===== config.mk =====
export PLATFORM = sky130hd
export DESIGN_NAME = instr_fetch_unit
export DESIGN_NICKNAME = d
export VERILOG_FILES = /design/src/rtl/ifu_pkg.sv /design/src/rtl/instr_fetch_unit_timer.sv /design/src/rtl/instr_fetch_unit.sv
export SDC_FILE = /design/constraint.sdc
export NUM_CORES = 1
export LEC_CHECK = 0
export ABC_AREA = 1
export CORE_ASPECT_RATIO = 2
export CORE_MARGIN = 4
export CORE_UTILIZATION = 35
export CTS_CLUSTER_DIAMETER = 40
export CTS_CLUSTER_SIZE = 30
export DETAILED_ROUTE_END_ITERATION = 8
export PLACE_DENSITY = 0.67
export SYNTH_ARGS = -nofsm -noshare
export SYNTH_HDL_FRONTEND = slang
export SYNTH_SLANG_ARGS = --single-unit

===== constraint.sdc =====
create_clock -name clk -period 2.7 [get_ports clk]
set_input_delay 0.27 -clock clk [delete_from_list [all_inputs] [get_ports clk]]
set_output_delay 0.27 -clock clk [all_outputs]
set_load 0.01 [all_outputs]

===== src/rtl/ifu_pkg.sv =====
// ifu_pkg: shared types and constants for the instruction-fetch unit.
//   state_t          : fetch FSM states (IDLE, BUS, DONE)
//   NOP_WORD_DEFAULT : word placed in IR on reset and on any fetch error (MOV r0,r0)
//   ALIGN_MASK       : PC bits that must be zero for a word-aligned fetch
package ifu_pkg;

    typedef enum logic [1:0] {
        IDLE = 2'd0,
        BUS  = 2'd1,
        DONE = 2'd2
    } state_t;

    localparam logic [31:0] NOP_WORD_DEFAULT = 32'hE1A0_0000;
    localparam logic [1:0]  ALIGN_MASK       = 2'b11;

endpackage


===== src/rtl/instr_fetch_unit_timer.sv =====
// fetch_timer: saturating cycle counter used to bound a bus read.
// Ports:
//   clk, rst : clock, asynchronous active-high reset
//   clear    : synchronous clear (takes priority over en)
//   en       : count one cycle
//   expired  : counter has reached TIMEOUT-1, i.e. this is the last allowed cycle
// Only instantiated when TIMEOUT != 0.
module fetch_timer #(
    parameter int unsigned TIMEOUT = 16
) (
    input  logic clk,
    input  logic rst,
    input  logic clear,
    input  logic en,
    output logic expired
);

    localparam int unsigned   W    = $clog2(TIMEOUT + 1);
    localparam logic [W-1:0]  LAST = W'(TIMEOUT - 1);
    localparam logic [W-1:0]  MAX  = W'(TIMEOUT);

    logic [W-1:0] count;

    always_ff @(posedge clk or posedge rst) begin
        if (rst) begin
            count <= '0;
        end else if (clear) begin
            count <= '0;
        end else if (en && (count != MAX)) begin
            count <= count + 1'b1;
        end
    end

    assign expired = (count == LAST);

endmodule


===== src/rtl/instr_fetch_unit.sv =====
// instr_fetch_unit: answers the controller's IR-write request with one word
// read from instruction memory, loads the result into the instruction
// register and pulses ir_valid. Misaligned PCs and bus timeouts load NOP_WORD
// and pulse fetch_err, so the controller's fetch wait always terminates.
// Ports:
//   clk, rst          : clock, asynchronous active-high reset
//   fetch_req         : fetch request (controller write_ir), may stay high
//   pc_in[31:0]       : fetch address, sampled when a request is accepted
//   ir_out[31:0]      : instruction register
//   ir_valid          : one-cycle pulse, ir_out was just updated
//   fetch_err         : one-cycle pulse with ir_valid when the fetch failed
//   busy              : high in BUS and DONE
//   mem_addr[31:0]    : instruction memory address
//   mem_rd            : read strobe, held until ack or timeout
//   mem_rdata[31:0]   : read data, valid with mem_ack
//   mem_ack           : read complete
// All outputs come straight from flops.
module instr_fetch_unit
    import ifu_pkg::*;
#(
    parameter int unsigned TIMEOUT  = 16,
    parameter logic [31:0] NOP_WORD = NOP_WORD_DEFAULT
) (
    input  logic        clk,
    input  logic        rst,
    input  logic        fetch_req,
    input  logic [31:0] pc_in,
    output logic [31:0] ir_out,
    output logic        ir_valid,
    output logic        fetch_err,
    output logic        busy,
    output logic [31:0] mem_addr,
    output logic        mem_rd,
    input  logic [31:0] mem_rdata,
    input  logic        mem_ack
);

    state_t      state, state_next;
    logic [31:0] ir_next, addr_next;
    logic        valid_next, err_next, rd_next, busy_next;
    logic        expired;

    // The timer is held clear outside BUS, so its count equals the number of
    // completed BUS cycles of the current read.
    generate
        if (TIMEOUT != 0) begin : g_timer
            fetch_timer #(.TIMEOUT(TIMEOUT)) u_timer (
                .clk     (clk),
                .rst     (rst),
                .clear   (state != BUS),
                .en      (state == BUS),
                .expired (expired)
            );
        end else begin : g_no_timer
            assign expired = 1'b0;
        end
    endgenerate

    always_comb begin
        state_next = state;
        ir_next    = ir_out;
        addr_next  = mem_addr;
        valid_next = 1'b0;
        err_next   = 1'b0;
        case (state)
            IDLE: begin
                if (fetch_req) begin
                    if ((pc_in[1:0] & ALIGN_MASK) == 2'b00) begin
                        addr_next  = pc_in;
                        state_next = BUS;
                    end else begin
                        ir_next    = NOP_WORD;
                        valid_next = 1'b1;
                        err_next   = 1'b1;
                        state_next = DONE;
                    end
                end
            end
            BUS: begin
                // Ack is checked first so a simultaneous ack and timeout delivers data.
                if (mem_ack) begin
                    ir_next    = mem_rdata;
                    valid_next = 1'b1;
                    state_next = DONE;
                end else if (expired) begin
                    ir_next    = NOP_WORD;
                    valid_next = 1'b1;
                    err_next   = 1'b1;
                    state_next = DONE;
                end
            end
            DONE: begin
                // Holdoff: a still-high fetch_req must not start a second fetch.
                state_next = IDLE;
            end
            default: begin
                state_next = IDLE;
            end
        endcase
        rd_next   = (state_next == BUS);
        busy_next = (state_next != IDLE);
    end

    always_ff @(posedge clk or posedge rst) begin
        if (rst) begin
            state     <= IDLE;
            ir_out    <= NOP_WORD;
            ir_valid  <= 1'b0;
            fetch_err <= 1'b0;
            busy      <= 1'b0;
            mem_rd    <= 1'b0;
            mem_addr  <= '0;
        end else begin
            state     <= state_next;
            ir_out    <= ir_next;
            ir_valid  <= valid_next;
            fetch_err <= err_next;
            busy      <= busy_next;
            mem_rd    <= rd_next;
            mem_addr  <= addr_next;
        end
    end

endmodule

Yosys cells after proc, flatten, opt, wreduce, memory -nomap -nowiden --
Index checks and enable logic that the tools add are counted.
Operators by class: reduce and logical (&&, ||, !) cells 8, multiplexer cells 19, equality and inequality tests 8, add/subtract/negate cells 1
Operators with widths (number):
- 32-bit two-way mux | 4
- 32-bit case mux with 2 select lines | 1
- 5-bit two-way mux | 2
- 2-bit two-way mux | 4
- 2-bit nonzero test | 3
- 5-bit by 1-bit adder with 5-bit output (second input constant) | 1
- 5-bit by 4-bit == test with 1-bit output (second input constant) | 1
- 1-bit two-way mux | 5
- 5-bit inequality test (second input constant) | 1
- 2-bit by 1-bit == test with 1-bit output (second input constant) | 2
- 2-bit logical NOT | 2
- 2-bit inequality test (second input constant) | 2
- 1-bit case mux with 2 select lines | 2
- 2-bit case mux with 2 select lines | 1
- 4-bit AND reduction | 1
- 3-bit inequality test (second input constant) | 1
- 3-bit AND reduction | 1
- 2-bit by 1-bit inequality test with 1-bit output (second input constant) | 1
- 1-bit logical AND | 1
Word-level totals: register bits after elaboration 75, input bits 68

Depth between registers and ports, before layout --
Gate-level depths: netlist of run 1.
depth in word-level cells 5, depth in mapped cells 10, mapped depth without buffers 10

Cells and area by module --
From an unflattened synthesis of run 1, not the netlist that was laid out.
Unflattened totals: cell total of the unflattened synthesis 353, area, all modules 3273.1 µm²
By module, submodules not included:
- instr_fetch_unit | instances 1, area each 2936.6 µm², cells an instance 309, sequential area each 1759.2 µm²
- fetch_timer | instances 1, area each 336.6 µm², cells an instance 44, sequential area each 125.1 µm²

Least setup slack after synthesis of run 1 --
No wires, ideal clock.
path kind reg2reg, start point reg g_timer.u_timer.count[0], end point reg ir_out[21], period minus slack after synthesis 1.451 ns, cell stages (with the launch flop) 11, setup time 0.060 ns, data required time 2.640 ns, data arrival time 1.390 ns, path slack 1.249 ns, cell sequence dfrtp_1 > ha_1 > nand2_1 > nor2_1 > ha_1 > inv_1 > nand2_2 > nand2_8 > buf_12 > nand3_2 > nand2_1
On the way: cells in the longest elaborated chain, start to end 3
RTL lines:
- start: declaration | line instr_fetch_unit_timer.sv:22 | logic [W-1:0] count;
- start signal: assignment | line instr_fetch_unit_timer.sv:30 | count <= count + 1'b1;
- 5-bit by 4-bit == test with 1-bit output | line instr_fetch_unit_timer.sv:34 | assign expired = (count == LAST);
- 3-bit inequality test (no source line)
- 4-bit AND reduction (no source line)
- end signal: assignment | line instr_fetch_unit.sv:115 | ir_out <= ir_next;
- end: declaration | line instr_fetch_unit.sv:28 | output logic [31:0] ir_out,
Every way passes these cells. A chain may end at the register's enable or synchronous reset.

Final worst setup path of run 1 --
start point reg ir_out[24], end point out ir_out[24]
No word-level cell between the ends.

==> qor_table.md, run 1 <==
| Stage | Result | This run |
| --- | --- | --- |
| logic synthesis | Synth warnings | 0 |
| sta | Setup Skew | 0.005646 ns |
| floorplan | Effective utilization at floorplan | 35.58% |
| drt | Number of nets with antenna violations after detailed routing | 0 |
| clock network | CTS Buf Count | 9 |
| drt | Detailed Routing Iterations Pass 1 | 4 |
| status | Result of the run | finished, final reports clean |
| floorplan | Std-Cell Core Area | 9321 µm² |
| drt | Remaining DRCs | 0 |
| sta | Post-route minimum period | 1.710 ns |
| grt | GR Overflow Total | 0 |
| final layout | Layout Utilization | 53.80% |
| grt | Largest net degree at the start of global routing | 76 |
| clock network | PostCTS Resize Cnt | 0 |
| logic synthesis | Post-synthesis cell area | 3317 µm² |
| sta | Unrepaired setup endpoints after global routing | false |
| worst setup path | Gate family responsible for the most delay along the worst path | buffers and inverters |
| clock network | Hold-fix buffers at CTS | 0 |
| drt | Total detailed-routing wirelength | 8634 µm |
| logic synthesis | Ranking of synthesized cells by instance count | sky130_fd_sc_hd__nand2_1 (108), sky130_fd_sc_hd__dfrtp_1 (69), sky130_fd_sc_hd__inv_1 (42) |
| logic synthesis | Number of enable flip-flop cells after synthesis | 0 |
| drt | Detailed router's first-iteration violation count | 126 |
| power and ir drop | Standby leakage power | 2.420 nW |
| worst setup path | Critical path cell sequence | clkdlybuf4s50_1 |
| worst setup path | Origin of the critical flop-to-flop path | g_timer.u_timer.count[0] |
| final layout | Fraction of final layout cells sized beyond drive strength 1 | 11.92% |
| drt | Per-cell via count in the routed design | 4.558 |
| clock network | Count of H-tree levels built during CTS | 3 |
| job | Maxcap violations | 0 |
| power and ir drop | Worst vdd ir | 0.3517 mV |
| logic synthesis | Synthesized area per cell | 9.727 µm² |
| sta | Timing-limited maximum frequency | 584.8 MHz |
| grt | GR Util All Layers | 15.93% |
| worst setup path | Type of origin of the critical path | flop |
| logic synthesis | Flip-flop and latch count after synthesis | 75 |
| worst setup path | CP bufs+invs | 1 |
| place | Port bufs | 135 |
| floorplan | Die boundary width | 76.84 µm |
| grt | Number of global-route vias before repair | 2748 |
| sta | Final TNS setup | 0 ns |
| place | Final RePlAce weighted congestion | 0.7875 |
| clock network | Insertion delay of the later-clocked pin in the worst-skew pair | 0.33 ns |
| worst setup path | Slowest library cell on the worst path | sky130_fd_sc_hd__clkdlybuf4s50_1 |
| sta | Tightest Pin Transition | 0.6077 ns |
| final layout | Area growth from synthesis to layout | 51.19% |
| floorplan | Die outline height | 145.7 µm |
| worst setup path | Required time at the endpoint of the critical path | 2.43 ns |
| grt | Wire length of the first global-routing pass | 13880 µm |
| power and ir drop | Power density cells | 761.2 nW/µm² |
| final layout | Count of antenna diodes in the layout | 0 |
| clock network | Buffer count from post-CTS setup fixing | 0 |
| logic synthesis | Area leader, netlist | sky130_fd_sc_hd__dfrtp_1 |
| logic synthesis | Primary FF master, synth | sky130_fd_sc_hd__dfrtp_1 |
| logic synthesis | Synthesized instance count | 341 |
| min path | Worst Hold Class | input port to asynchronous set/reset pin |
| clock network | Root buffer cell | sky130_fd_sc_hd__clkbuf_16 |
| worst setup path | Reg-to-reg slack, setup | 1.01 ns |
| place | Post-detail-place hpwl | 6308 µm |
| sta | Final Hold Violating Endpoints | 0 |
| worst setup path | CP Class | flop to output port |
| logic synthesis | Proportion of register bits with asynchronous set or reset after synthesis | 100.0% |
| worst setup path | Crit path largest cell delay | 0.57 ns |
| floorplan | Number of top-level pins | 136 |
| clock network | Clock tree from TritonCTS | done |
| logic synthesis | Cell types with the largest area share after synthesis | sky130_fd_sc_hd__dfrtp_1 (52%), sky130_fd_sc_hd__nand2_1 (12%), sky130_fd_sc_hd__nand3_2 (6.3%), sky130_fd_sc_hd__dfstp_2 (4.8%), sky130_fd_sc_hd__inv_1 (4.8%) |
| logic synthesis | Count of cell types in the netlist | 26 |
| sta | Max Slew Vio Count | 0 |
| sta | Max-slew headroom at the worst pin | 59.48% |
| drt | Vias | 2653 |
| clock network | Clock slew at reported path FFs | 0.06 ns |
| logic synthesis | Part of the Yosys area used for sequential elements | 56.81% |
| worst setup path | End of the worst register-to-register path | ir_out[30] |
| grt | Antenna violations before repair | 0 |
| floorplan | Row count | 50 |
| power and ir drop | Total power | 0.003818 W |
| sta | Post-route clock period utilization | 63.33% |
| worst setup path | Length in cells of the worst reg-to-reg path | 10 |
| logic synthesis | Synthesized netlist net count | 412 |
| floorplan | Floorplan die area | 11190 µm² |
| drt | Wire length per cell after detailed routing | 14.84 µm |
| worst setup path | Arrival time at the worst endpoint | 1.44 ns |
| clock network | Bufs on Longest Clock Path | 2 |
| logic synthesis | Library cell with the highest instance count after synthesis | sky130_fd_sc_hd__nand2_1 |
| clock network | # clock sinks | 75 |
| logic synthesis | Post-synth top area share | 52.06% |
| sta | Final setup violation count | 0 |
| final layout | Final #Nets | 544 |
| worst setup path | Sort of element at the end of the critical path | output port |
| worst setup path | Highest fanout seen on the critical path | 2 |
## worst max-delay path by stage
stage,startpoint,slack [ns],endpoint,cells after the start
after floorplan,rst,0.53,busy,1
after global placement,pc_in[0],0.84,mem_addr[21],4
after detailed placement,pc_in[0],0.78,mem_addr[21],4
after CTS,ir_out[24],0.96,ir_out[24],1
after global routing,g_timer.u_timer.count[0],0.82,ir_out[30],10
final,ir_out[24],0.99,ir_out[24],1
## power by group
part	internal [W]	switching, W
Combinational	0.000527	0.000413
Sequential	0.00134	0.000117
Clock	0.000976	0.000440
## per-layer routing
layer	wire length, µm	vias up	global-route usage (%)
met3	317	16	3.036
met4	299	0	8.258
met1	3162	1246	17.02
met5	0	-	0
li1	-	1323	-
met2	4854	68	29.06
## registers in the layout (all words and copies together), names as in the netlist
signal                 flops
ir_out                    32
mem_addr                  32
g_timer.u_timer.count      5
state                      2
busy                       1
fetch_err                  1
ir_valid                   1
mem_rd                     1
## area by class of cell
cell class                 instances  area, µm²
clock buffer                      12      266.5
clock inverter                     4      95.09
fill                             839       4307
inverter                          45      173.9
multi-input combinational        206       1094
sequential                        75       1884
tap                              104      130.1
timing repair buffer             136       1371
## metrics by stage
step | hold WS [ns] | cells | worst slack [ns] | area, µm²
floorplan | 0.3682 | 341 | 0.5300 | 3317
global placement | 0.4653 | 566 | 0.8439 | 4653
detailed placement | 0.4576 | 566 | 0.7779 | 4653
CTS | 0.3644 | 582 | 0.9635 | 5015
global route | 0.3960 | 582 | 0.8156 | 5015
finish | 0.3619 | 582 | 0.9901 | 5015
## cell families after synthesis
family          after synthesis  share of synthesized area (%)
flops                        75                          56.81
fa+ha+maj                     3                          1.132
xor+xnor                      1                         0.2641
buf+inv                      60                          10.22
compound gates               36                          5.507
simple gates                166                          26.07
## placed cells by master (no fill, tap or decap), types with 2 or more instances in the layout
| cell | count |
|---|---|
| sky130_fd_sc_hd__bufinv_16 | 3 |
| sky130_fd_sc_hd__clkbuf_16 | 9 |
| sky130_fd_sc_hd__clkbuf_8 | 3 |
| sky130_fd_sc_hd__clkdlybuf4s50_1 | 135 |
| sky130_fd_sc_hd__dfrtp_1 | 69 |
| sky130_fd_sc_hd__dfstp_2 | 6 |
| sky130_fd_sc_hd__ha_1 | 3 |
| sky130_fd_sc_hd__inv_1 | 41 |
| sky130_fd_sc_hd__inv_2 | 3 |
| sky130_fd_sc_hd__nand2_1 | 108 |
| sky130_fd_sc_hd__nand2_4 | 2 |
| sky130_fd_sc_hd__nand3_1 | 15 |
| sky130_fd_sc_hd__nand3_2 | 21 |
| sky130_fd_sc_hd__nand3_4 | 2 |
| sky130_fd_sc_hd__nor2_1 | 13 |
| sky130_fd_sc_hd__o21ai_0 | 21 |
| sky130_fd_sc_hd__o21ai_1 | 13 |
Note: power is estimated with default switching activity, not from simulation.
==> inputs of run 2 (changes only) <==
--- a/config.mk
+++ b/config.mk
@@ -12,7 +12,7 @@
 export CTS_CLUSTER_DIAMETER = 40
 export CTS_CLUSTER_SIZE = 30
 export DETAILED_ROUTE_END_ITERATION = 8
-export PLACE_DENSITY = 0.67
+export PLACE_DENSITY = 0.7
 export SYNTH_ARGS = -nofsm -noshare
 export SYNTH_HDL_FRONTEND = slang
 export SYNTH_SLANG_ARGS = --single-unit
==> constraint.sdc (replaced) <==
create_clock -name clk -period 1.5 [get_ports clk]
set_input_delay 0.15 -clock clk [delete_from_list [all_inputs] [get_ports clk]]
set_output_delay 0.15 -clock clk [all_outputs]
set_load 0.01 [all_outputs]
==> run 2 against run 1 <==
- sequential power increased by 80%
- power grew 72%
- register-to-register slack worse by 0.99 ns
==> qor_table.md, run 2 (synthesized netlist as in run 1, its figures left out) <==
| Stage | Result | This run | Delta |
| --- | --- | --- | --- |
| power and ir drop | Total power | 0.006568 W | was 0.003818 W |
| floorplan | Effective utilization at floorplan | 35.58% | unchanged |
| worst setup path | Crit path largest cell delay | 0.39 ns | was 0.57 ns |
| worst setup path | Slowest library cell on the worst path | sky130_fd_sc_hd__dfrtp_1 | was sky130_fd_sc_hd__clkdlybuf4s50_1 |
| drt | Total detailed-routing wirelength | 8820 µm | was 8634 µm |
| final layout | Fraction of final layout cells sized beyond drive strength 1 | 15.10% | was 11.92% |
| place | Port bufs | 135 | unchanged |
| place | DP Worst Slack | -0.05854 ns | was 0.7779 ns |
| grt | GR Util All Layers | 16.60% | was 15.93% |
| clock network | # clock sinks | 75 | unchanged |
| status | Result of the run | finished, final reports clean | unchanged |
| floorplan | Floorplan die area | 11190 µm² | unchanged |
| drt | Top sig layer | met4 | unchanged |
| worst setup path | CP Class | flop to flop | was flop to output port |
| final layout | Layout Utilization | 55.40% | was 53.80% |
| sta | Final TNS setup | 0 ns | unchanged |
| floorplan | Std-Cell Core Area | 9321 µm² | unchanged |
| sta | Post-route minimum period | 1.485 ns |  |
| sta | Tightest Pin Transition | 0.3894 ns | was 0.6077 ns |
| worst setup path | Origin of the critical flop-to-flop path | g_timer.u_timer.count[0] | unchanged |
| clock network | Count of H-tree levels built during CTS | 3 | unchanged |
| worst setup path | Type of origin of the critical path | flop | unchanged |
| clock network | CTS Buf Count | 9 | unchanged |
| sta | Final setup violation count | 0 | unchanged |
| clock network | Insertion delay of the later-clocked pin in the worst-skew pair | 0.33 ns | about the same |
| power and ir drop | Power density cells | 1272 nW/µm² | was 761.2 nW/µm² |
| sta | Max Slew Vio Count | 0 | unchanged |
| power and ir drop | Standby leakage power | 2.484 nW | was 2.420 nW |
| clock network | Clock tree from TritonCTS | done | unchanged |
| drt | Wire length per cell after detailed routing | 14.85 µm | was 14.84 µm |
| grt | Number of global-route vias before repair | 2864 | was 2748 |
| grt | GR Overflow Total | 0 | unchanged |
| grt | Largest net degree at the start of global routing | 50 | was 76 |
| drt | Detailed router's first-iteration violation count | 168 | was 126 |
| grt | Wire length of the first global-routing pass | 14370 µm | was 13880 µm |
| sta | Setup Skew | 0.005962 ns | was 0.005646 ns |
| drt | DR WL met3 | 384 µm | was 317 µm |
| sta | Post-route clock period utilization | 98.99% |  |
| worst setup path | Reg-to-reg slack, setup | 0.02 ns | was 1.01 ns |
| grt | Antenna violations before repair | 0 | unchanged |
| worst setup path | Critical path cell sequence | ha_2, nand2_2, nor2_2, ha_1, inv_2, nand2_4, nand2_8, buf_12, nand3_2, nand2_1 | was clkdlybuf4s50_1 |
| drt | Detailed-routing wirelength on met1 | 3157 µm | was 3162 µm |
| worst setup path | Sort of element at the end of the critical path | flop | was output port |
| final layout | Most used cells in the layout excluding fill and tap cells | sky130_fd_sc_hd__clkdlybuf4s50_1 (129), sky130_fd_sc_hd__nand2_1 (105), sky130_fd_sc_hd__dfrtp_1 (69), sky130_fd_sc_hd__inv_1 (40) | was sky130_fd_sc_hd__clkdlybuf4s50_1 (135), sky130_fd_sc_hd__nand2_1 (108), sky130_fd_sc_hd__dfrtp_1 (69), sky130_fd_sc_hd__inv_1 (41) |
| final layout | Registers with the most flip-flops | ir_out x32, mem_addr x32, g_timer.u_timer.count x5 | unchanged |
| final layout | Area growth from synthesis to layout | 55.68% | was 51.19% |
| power and ir drop | Worst vdd ir | 0.6405 mV | was 0.3517 mV |
| floorplan | Number of top-level pins | 136 | unchanged |
| worst setup path | Arrival time at the worst endpoint | 1.75 ns | was 1.44 ns |
| drt | Detailed Routing Iterations Pass 1 | 4 | unchanged |
| sta | Worst setup margin | 0.01510 ns | was 0.9901 ns |
| floorplan | Die boundary width | 76.84 µm | unchanged |
| drt | Remaining DRCs | 0 | unchanged |
| final layout | Leading cell type in the layout, fill and taps excluded | sky130_fd_sc_hd__clkdlybuf4s50_1 | unchanged |
| place | Post-detail-place hpwl | 6649 µm | was 6308 µm |
| sta | Timing-limited maximum frequency | 673.4 MHz |  |
| min path | Worst Hold Class | input port to asynchronous set/reset pin | unchanged |
| worst setup path | Length in cells of the worst reg-to-reg path | 10 | unchanged |
| drt | Per-cell via count in the routed design | 4.606 | was 4.558 |
| clock network | Clock slew at reported path FFs | 0.06 ns | about the same |
| worst setup path | End of the worst register-to-register path | ir_out[11] | was ir_out[30] |
| sta | Max-slew headroom at the worst pin | 73.98% | was 59.48% |
| floorplan | Die outline height | 145.7 µm | unchanged |
| sta | Unrepaired setup endpoints after global routing | true | was false |
| sta | Final hold slack | 0.1590 ns | was 0.3619 ns |
| final layout | Count of antenna diodes in the layout | 0 | unchanged |
| floorplan | Row count | 50 | unchanged |
| worst setup path | Highest fanout seen on the critical path | 10 | was 2 |
| clock network | Root buffer cell | sky130_fd_sc_hd__clkbuf_16 | unchanged |
| final layout | Final #Nets | 556 | was 544 |
| clock network | Bufs on Longest Clock Path | 2 | unchanged |
| job | Maxcap violations | 0 | unchanged |
| clock network | Hold-fix buffers at CTS | 0 | unchanged |
| clock network | Buffer count from post-CTS setup fixing | 0 | unchanged |
| drt | Number of nets with antenna violations after detailed routing | 0 | unchanged |
| worst setup path | Required time at the endpoint of the critical path | 1.76 ns | was 2.43 ns |
| sta | Final Hold Violating Endpoints | 0 | unchanged |
| drt | Vias | 2736 | was 2653 |
| place | Final RePlAce weighted congestion | 0.7633 | was 0.7875 |
| drt | WL met2 | 4916 µm | was 4854 µm |
-- run 2: changes by cell type in the layout (fill, tap and decap cells not counted), sizes merged --
cell / previous run / this run
inv: 45 / 44
bufinv: 3 / 1
clkbuf: 12 / 13
clkinv: 1 / 0
clkinvlp: 0 / 3
buf: 1 / 13
dlygate4sd2: 0 / 6
clkdlybuf4s50: 135 / 129
-- run 2: where the power goes --
part	internal [W]	leakage, nW	switching [W]
Sequential	0.00242	0.969	0.000208
Combinational	0.000964	1.37	0.000757
Clock	0.00142	0.148	0.000797
-- run 2: metal layers --
layer,GRT usage [%],up-vias
li1,-,1350
met1,17.25,1293
met2,29.72,73
met3,3.779,20
met4,9.982,0
met5,0,-
-- run 2: final cells by class --
cell class	instances	area (µm²)
Clock buffer	13	270.3
Clock inverter	3	45.04
Fill cell	819	4158
Inverter	45	177.7
Multi-Input combinational cell	206	1111
Sequential cell	75	1884
Tap cell	104	130.1
Timing Repair Buffer	148	1545
-- run 2: repair_timing --
action | CTS | global route
endpoints found under the setup margin | 39 | 33
pin swaps | 1 | 4
gates resized for setup | 11 | 3
-- run 2: worst max-delay path by stage --
stage	from	end	slack, ns
2_1_floorplan	g_timer.u_timer.count[0]	ir_out[21]	0.05
3_3_place_gp	g_timer.u_timer.count[0]	ir_out[28]	0.007
3_5_place_dp	g_timer.u_timer.count[0]	ir_out[7]	-0.06
4_1_cts	g_timer.u_timer.count[0]	ir_out[11]	0.0004
5_1_grt	g_timer.u_timer.count[0]	ir_out[7]	-0.07
6_report	g_timer.u_timer.count[0]	ir_out[11]	0.02
-- run 2: critical path: cells and delay by family, from the launching register on --
family,cells,cell delay [ns]
and+or+nand+nor,6,0.45
DFF,1,0.39
adders and majority gates,2,0.38
buffers and inverters,2,0.21
-- run 2: metrics by stage --
| stage | cell area, µm² | instances |
|---|---|---|
| detailed placement | 4835 | 578 |
| finish | 5164 | 594 |
| global placement | 4835 | 578 |
| global route | 5164 | 594 |
| floorplan | 3321 | 341 |
| CTS | 5156 | 594 |
==> inputs of run 3 (changes only) <==
--- a/config.mk
+++ b/config.mk
@@ -10,7 +10,6 @@
 export CORE_MARGIN = 4
 export CORE_UTILIZATION = 35
 export CTS_CLUSTER_DIAMETER = 40
-export CTS_CLUSTER_SIZE = 30
 export DETAILED_ROUTE_END_ITERATION = 8
 export PLACE_DENSITY = 0.7
 export SYNTH_ARGS = -nofsm -noshare
==> results of run 3 <==
Final layout, timing and power as in run 2 (identical DEF).
